**config.mk**
```make
export PLATFORM = sky130hd
export DESIGN_NAME = fetch_stage
export DESIGN_NICKNAME = d
export VERILOG_FILES = /design/src/rtl/fetch_stage.sv
export SDC_FILE = /design/constraint.sdc
export NUM_CORES = 1
export LEC_CHECK = 0
export CORE_MARGIN = 2
export CORE_UTILIZATION = 44
export CTS_CLUSTER_SIZE = 14
export DETAILED_ROUTE_END_ITERATION = 10
export MAX_ROUTING_LAYER = met4
export PLACE_DENSITY = 0.86
export SYNTH_ARGS = -nofsm -noshare
export SYNTH_HDL_FRONTEND = slang
export SYNTH_SLANG_ARGS = --single-unit
```
**constraint.sdc**
```tcl
create_clock -name clk -period 2.4 [get_ports clk]
set_clock_uncertainty 0.2 [all_clocks]
set_input_delay 0.24 -clock clk [delete_from_list [all_inputs] [get_ports clk]]
set_output_delay 0.24 -clock clk [all_outputs]
set_load 0.02 [all_outputs]
```
**src/rtl/fetch_stage.sv**
```systemverilog
// Instruction-fetch stage: PC register, IF/ID pipeline register, redirect/flush and out-of-range fault handling.
// Optional macro FETCH_ALIGN_CHECK_EN turns a misaligned redirect target into a FAULT with misalign_o set.
module fetch_stage #(
    parameter int                      DATA_WIDTH    = 32,
    parameter int                      ADDRESS_WIDTH = 32,
    parameter int                      MEM_SIZE      = 256,
    parameter logic [ADDRESS_WIDTH-1:0] RESET_PC     = 32'h0000_0000,
    parameter logic [DATA_WIDTH-1:0]    NOP_INSTR    = 32'h0000_0013
) (
    input  logic                     clk,
    input  logic                     rst_n,
    input  logic                     stall_i,
    input  logic                     redirect_i,
    input  logic [ADDRESS_WIDTH-1:0] redirect_target_i,
    output logic [ADDRESS_WIDTH-1:0] imem_addr_o,
    input  logic [DATA_WIDTH-1:0]    imem_instr_i,
    output logic                     ifid_valid_o,
    output logic [ADDRESS_WIDTH-1:0] ifid_pc_o,
    output logic [ADDRESS_WIDTH-1:0] ifid_pc_plus4_o,
    output logic [DATA_WIDTH-1:0]    ifid_instr_o,
    output logic                     fault_o,
    output logic                     misalign_o
);

    typedef enum logic [1:0] {BOOT, RUN, FAULT} state_e;

    localparam logic [ADDRESS_WIDTH-1:0] MEM_BYTES = ADDRESS_WIDTH'(MEM_SIZE * 4);

    state_e                     state_q, state_d;
    logic [ADDRESS_WIDTH-1:0]   pc_q, pc_d;
    logic                       valid_q, valid_d;
    logic [ADDRESS_WIDTH-1:0]   ifid_pc_q, ifid_pc_d;
    logic [ADDRESS_WIDTH-1:0]   ifid_pc4_q, ifid_pc4_d;
    logic [DATA_WIDTH-1:0]      instr_q, instr_d;
    logic                       misalign_q, misalign_d;

    logic [ADDRESS_WIDTH-1:0]   target_aligned;
    logic [ADDRESS_WIDTH-1:0]   pc_plus4;
    logic                       target_misaligned;
    logic                       target_in_range;
    logic                       pc_in_range;

    assign target_aligned  = {redirect_target_i[ADDRESS_WIDTH-1:2], 2'b00};
    assign pc_plus4        = pc_q + ADDRESS_WIDTH'(4);
    assign target_in_range = (target_aligned < MEM_BYTES);
    assign pc_in_range     = (pc_q < MEM_BYTES);

`ifdef FETCH_ALIGN_CHECK_EN
    assign target_misaligned = (redirect_target_i[1:0] != 2'b00);
`else
    logic unused_target_low;
    assign unused_target_low = ^redirect_target_i[1:0];
    assign target_misaligned = 1'b0;
`endif

    always_comb begin
        state_d    = state_q;
        pc_d       = pc_q;
        valid_d    = valid_q;
        ifid_pc_d  = ifid_pc_q;
        ifid_pc4_d = ifid_pc4_q;
        instr_d    = instr_q;
        misalign_d = misalign_q;

        if (redirect_i) begin
            // Redirect wins in every state; an out-of-range target from FAULT stays faulted.
            pc_d       = target_aligned;
            valid_d    = 1'b0;
            instr_d    = NOP_INSTR;
            misalign_d = target_misaligned;
            if (target_misaligned || (state_q == FAULT && !target_in_range)) begin
                state_d = FAULT;
            end else begin
                state_d = RUN;
            end
        end else begin
            case (state_q)
                BOOT: state_d = RUN;
                RUN: begin
                    if (!pc_in_range) begin
                        state_d = FAULT;
                        valid_d = 1'b0;
                        instr_d = NOP_INSTR;
                    end else if (!stall_i) begin
                        valid_d    = 1'b1;
                        ifid_pc_d  = pc_q;
                        ifid_pc4_d = pc_plus4;
                        instr_d    = imem_instr_i;
                        pc_d       = pc_plus4;
                    end
                end
                FAULT: valid_d = 1'b0;
                default: state_d = BOOT;
            endcase
        end
    end

    always_ff @(posedge clk or negedge rst_n) begin
        if (!rst_n) begin
            state_q    <= BOOT;
            pc_q       <= RESET_PC;
            valid_q    <= 1'b0;
            ifid_pc_q  <= '0;
            ifid_pc4_q <= '0;
            instr_q    <= NOP_INSTR;
            misalign_q <= 1'b0;
        end else begin
            state_q    <= state_d;
            pc_q       <= pc_d;
            valid_q    <= valid_d;
            ifid_pc_q  <= ifid_pc_d;
            ifid_pc4_q <= ifid_pc4_d;
            instr_q    <= instr_d;
            misalign_q <= misalign_d;
        end
    end

    assign imem_addr_o     = pc_q;
    assign ifid_valid_o    = valid_q;
    assign ifid_pc_o       = ifid_pc_q;
    assign ifid_pc_plus4_o = ifid_pc4_q;
    assign ifid_instr_o    = instr_q;
    assign fault_o         = (state_q == FAULT);
    assign misalign_o      = misalign_q;

endmodule

```
==> results.md <==
- Hold slack final: 0.194 ns
- Mapped Cells: approximately 430
- CTS clk-pin slew, worst paths: approximately 0.05 ns
- GPL Wtd Cong: about 0.8
- Hold path start: redirect_i
- Reg-to-Reg Start: imem_addr_o[13]$_DFFE_PN0P_
- Worst Path Arrival: around 1.8 ns
- Layout cells sized above 1: 12.9%
- # IOs: 199
- Multiplexer share of the synthesized area: 8.28%
- Grt total ovfl: 0
- Synth top area share: between 50% and 60%
- Die width: 112 um
- Post-Synth Adder-Cell Area: less than 1%
- Max Cap Viol: 0
- Clock power frac: around 45%
- Commonest register cell after synthesis: dfrtp_1
- Final setup viols: 0
- Cell taking the most area after synthesis: dfrtp_1
- Required time worst endpoint: 1.96 ns
- Mapped cell area: 5150 um^2
- Total track usage: 22.3%
- Post-CTS Setup Inserts: 0
- Reg2Reg Depth: 5
- Routed Antenna Nets: 0
- Sink Count: approximately 130
- Sequential share of power: a little over two fifths
- Power per cell area: around 700 nW/um^2
- Largest fanout on the critical path: 7
- WHS Path Cells: 4
- NetSw: 1.39 mW
- CP Launch Type: register
- Switching part of the total: 25.5%
- Synth Register Bits: 125
- Hold/Removal Path Class: input port to register
- Final wirelength: ~13000 um
- Die ar.: ~13000 um^2
- Area grow syn2layout: 52.1%
- Hpwl dp: 9160 um
- R2R setup slack: 0.19 ns
- Cell Rows: 39
- Total number of vias: 4106
- Crit path launch: state_q[1]$_DFFE_PN0P_
- Crit Path Class: register to output pin
- CTS tree: yes
- Internal: 4.07 mW
- Max VDD drop: 0.444 mV
- Final hold violations: 0
- Max Slew Vio Count: 0
- Starting Density: 45.1%
- Slew margin rel.: a little over half
- Xor/xnor share of the synthesized area: 1.19%
- Combinational power share: 13.4%
- Post-synth EDFFs: 0
- Pleak: 3.38 nW
- Synth top area cells: dfrtp_1, nor2b_1, o32ai_1
- Final period util: between 90% and 100%
- ANT cells: 0
- Synth Area in Compound Gates: 8.69%
- Root buf cell: clkbuf_16
- CTS Buf Count: 17
- Post-synth cell types: 44
- Async S/R FF share, synth: 100%
- CTS H-tree depth: 4
- RSZ-0062 raised after global routing: false
- Core Region: 11400 um^2
- DRT Pass-1 Iters: 4
- Largest family of logic cells by synthesized area: simple AND/OR/NAND/NOR gates
- Number of global-route vias before repair: 4293
- Residual DRC: 0
- Later-pin clock latency in the skew report: 0.40 ns
- YS warnings: 0
- First-pass GRT wire length: between 20000 and 25000 um
- FMAX: 0.441 GHz
- Drt first-iter violations: 218
- Final nets: 693
- Crit. End Element: output pin
- Syn Area/Cell: between 10 and 15 um^2
- Post-DR wirelength/cell: 17.0 um
- Synth Area in Simple Gates: approximately 15%
- Status: complete, no violations
- Post-synthesis sequential area ratio: between 60 and 70%
- Largest net degree at the start of global routing: 126
- Maximum buffer depth of the clock tree: 2
- Initial antenna violation count: 0
- # port buffers: 189
- Slew @ Worst Pin: slightly below 0.7 ns
- Die H: 112 um
- Setup TNS: 0 ns
- Via density: 5.27
- Min cycle time layout: 2.27 ns
-- cells in the final DEF (no fill, tap or decap), types with 2 or more instances in the layout --
cell type / count
o31ai_1: 6
nor2b_1: 47
nor3_1: 3
or4_1: 7
o21ai_0: 3
nand3_1: 7
conb_1: 7
buf_4: 10
nor4_4: 4
nor4_2: 2
mux2_1: 16
o32ai_1: 28
a21oi_1: 2
dfrtp_1: 122
a31oi_1: 8
inv_1: 32
o32a_1: 3
buf_12: 3
clkinv_2: 6
nor2_1: 9
clkdlybuf4s50_1: 187
bufinv_16: 2
mux2_2: 21
nand2b_1: 2
xnor2_1: 5
nor4_1: 5
nand4_1: 2
nand2_1: 37
and3_1: 2
or2_2: 4
xor2_1: 2
clkinvlp_4: 3
dfstp_2: 3
clkbuf_16: 17
clkbuf_8: 2
-- registers in the layout, summed over array words and instances, names as in the netlist --
| register | flops |
|---|---|
| ifid_pc_o | 30 |
| ifid_instr_o | 32 |
| imem_addr_o | 30 |
| ifid_pc_plus4_o | 30 |
| state_q | 2 |
| ifid_valid_o | 1 |
-- Yosys cell counts (all sizes together), types with 2 or more instances --
cell type    n
dfrtp      122
nor2b       47
mux2        37
nand2       37
inv         32
o32ai       28
clkbuf      22
buf         11
nor4        11
nor2         9
a31oi        8
nand3        7
or4          7
o31ai        6
xnor2        5
or2          4
dfstp        3
nand4        3
nor3         3
o21ai        3
o32a         3
a21oi        2
and3         2
nand2b       2
xor2         2
-- per-stage QoR --
stage                     util (%)  instance area (um^2)  setup WS [ns]  cells  total power [mW]
after detailed placement      63.3                  7220         0.0717    747              3.03
after global routing          68.7                  7840         0.0161    779              5.70
final                         68.7                  7840          0.133    779              5.47
after global placement        63.3                  7220          0.115    747              3.00
after CTS                     68.4                  7810         0.0214    779              5.52
after floorplan                  -                  5180          0.121    435              2.65
-- worst max-delay path: stages, from the launching register on --
cell             delay (ns)
dfrtp_1                0.43
nor2b_1                0.31
clkdlybuf4s50_1        0.69
-- final timing paths --
check,to
setup / recovery,fault_o
hold reg to reg,ifid_pc_o[8]$_DFFE_PN0P_
hold / removal,ifid_pc_plus4_o[12]$_DFFE_PN0P_
setup reg to reg,ifid_pc_o[4]$_DFFE_PN0P_
max in group asynchronous,ifid_pc_plus4_o[4]$_DFFE_PN0P_
min in group asynchronous,ifid_pc_plus4_o[12]$_DFFE_PN0P_
-- area by class of cell --
type / instances / area, um^2
inverters: 32 / 120
clock buffers: 19 / 453
multi-input cells: 245 / 1800
repair buffers: 203 / 2030
clock inverters: 12 / 121
flip-flops and latches: 125 / 3130
fillers: 846 / 3580
well taps: 143 / 179
-- metal layers --
layer	share of wire [%]	global-route usage [%]
met5	0	-
met2	50	34.7
met1	43	28.6
met3	4.8	5.18
met4	2.1	8.78
-- power groups by stage --
stage          logic, mW  registers [mW]  clock network [mW]
2_1_floorplan      0.305            2.34                   0
3_3_place_gp       0.709            2.29                   0
3_5_place_dp       0.727            2.30                   0
4_1_cts            0.735            2.26                2.52
5_1_grt            0.782            2.28                2.63
6_report           0.730            2.27                2.46
-- cell families after synthesis --
group,Yosys count
adder cells (fa/ha/maj),1
XOR/XNOR,7
AO/OA/AOI/OAI,56
buffers and inverters,65
other,1
flip-flops,125
AND/OR/NAND/NOR,136
multiplexers,38
-- what timing repair did --
action                                  in CTS  in global routing
hold buffers                                 1                  0
gates resized for setup                      0                  4
endpoints found under the hold margin      122                  0
endpoints found under the setup margin       0                 30
Power figures use the tool's default switching activity.
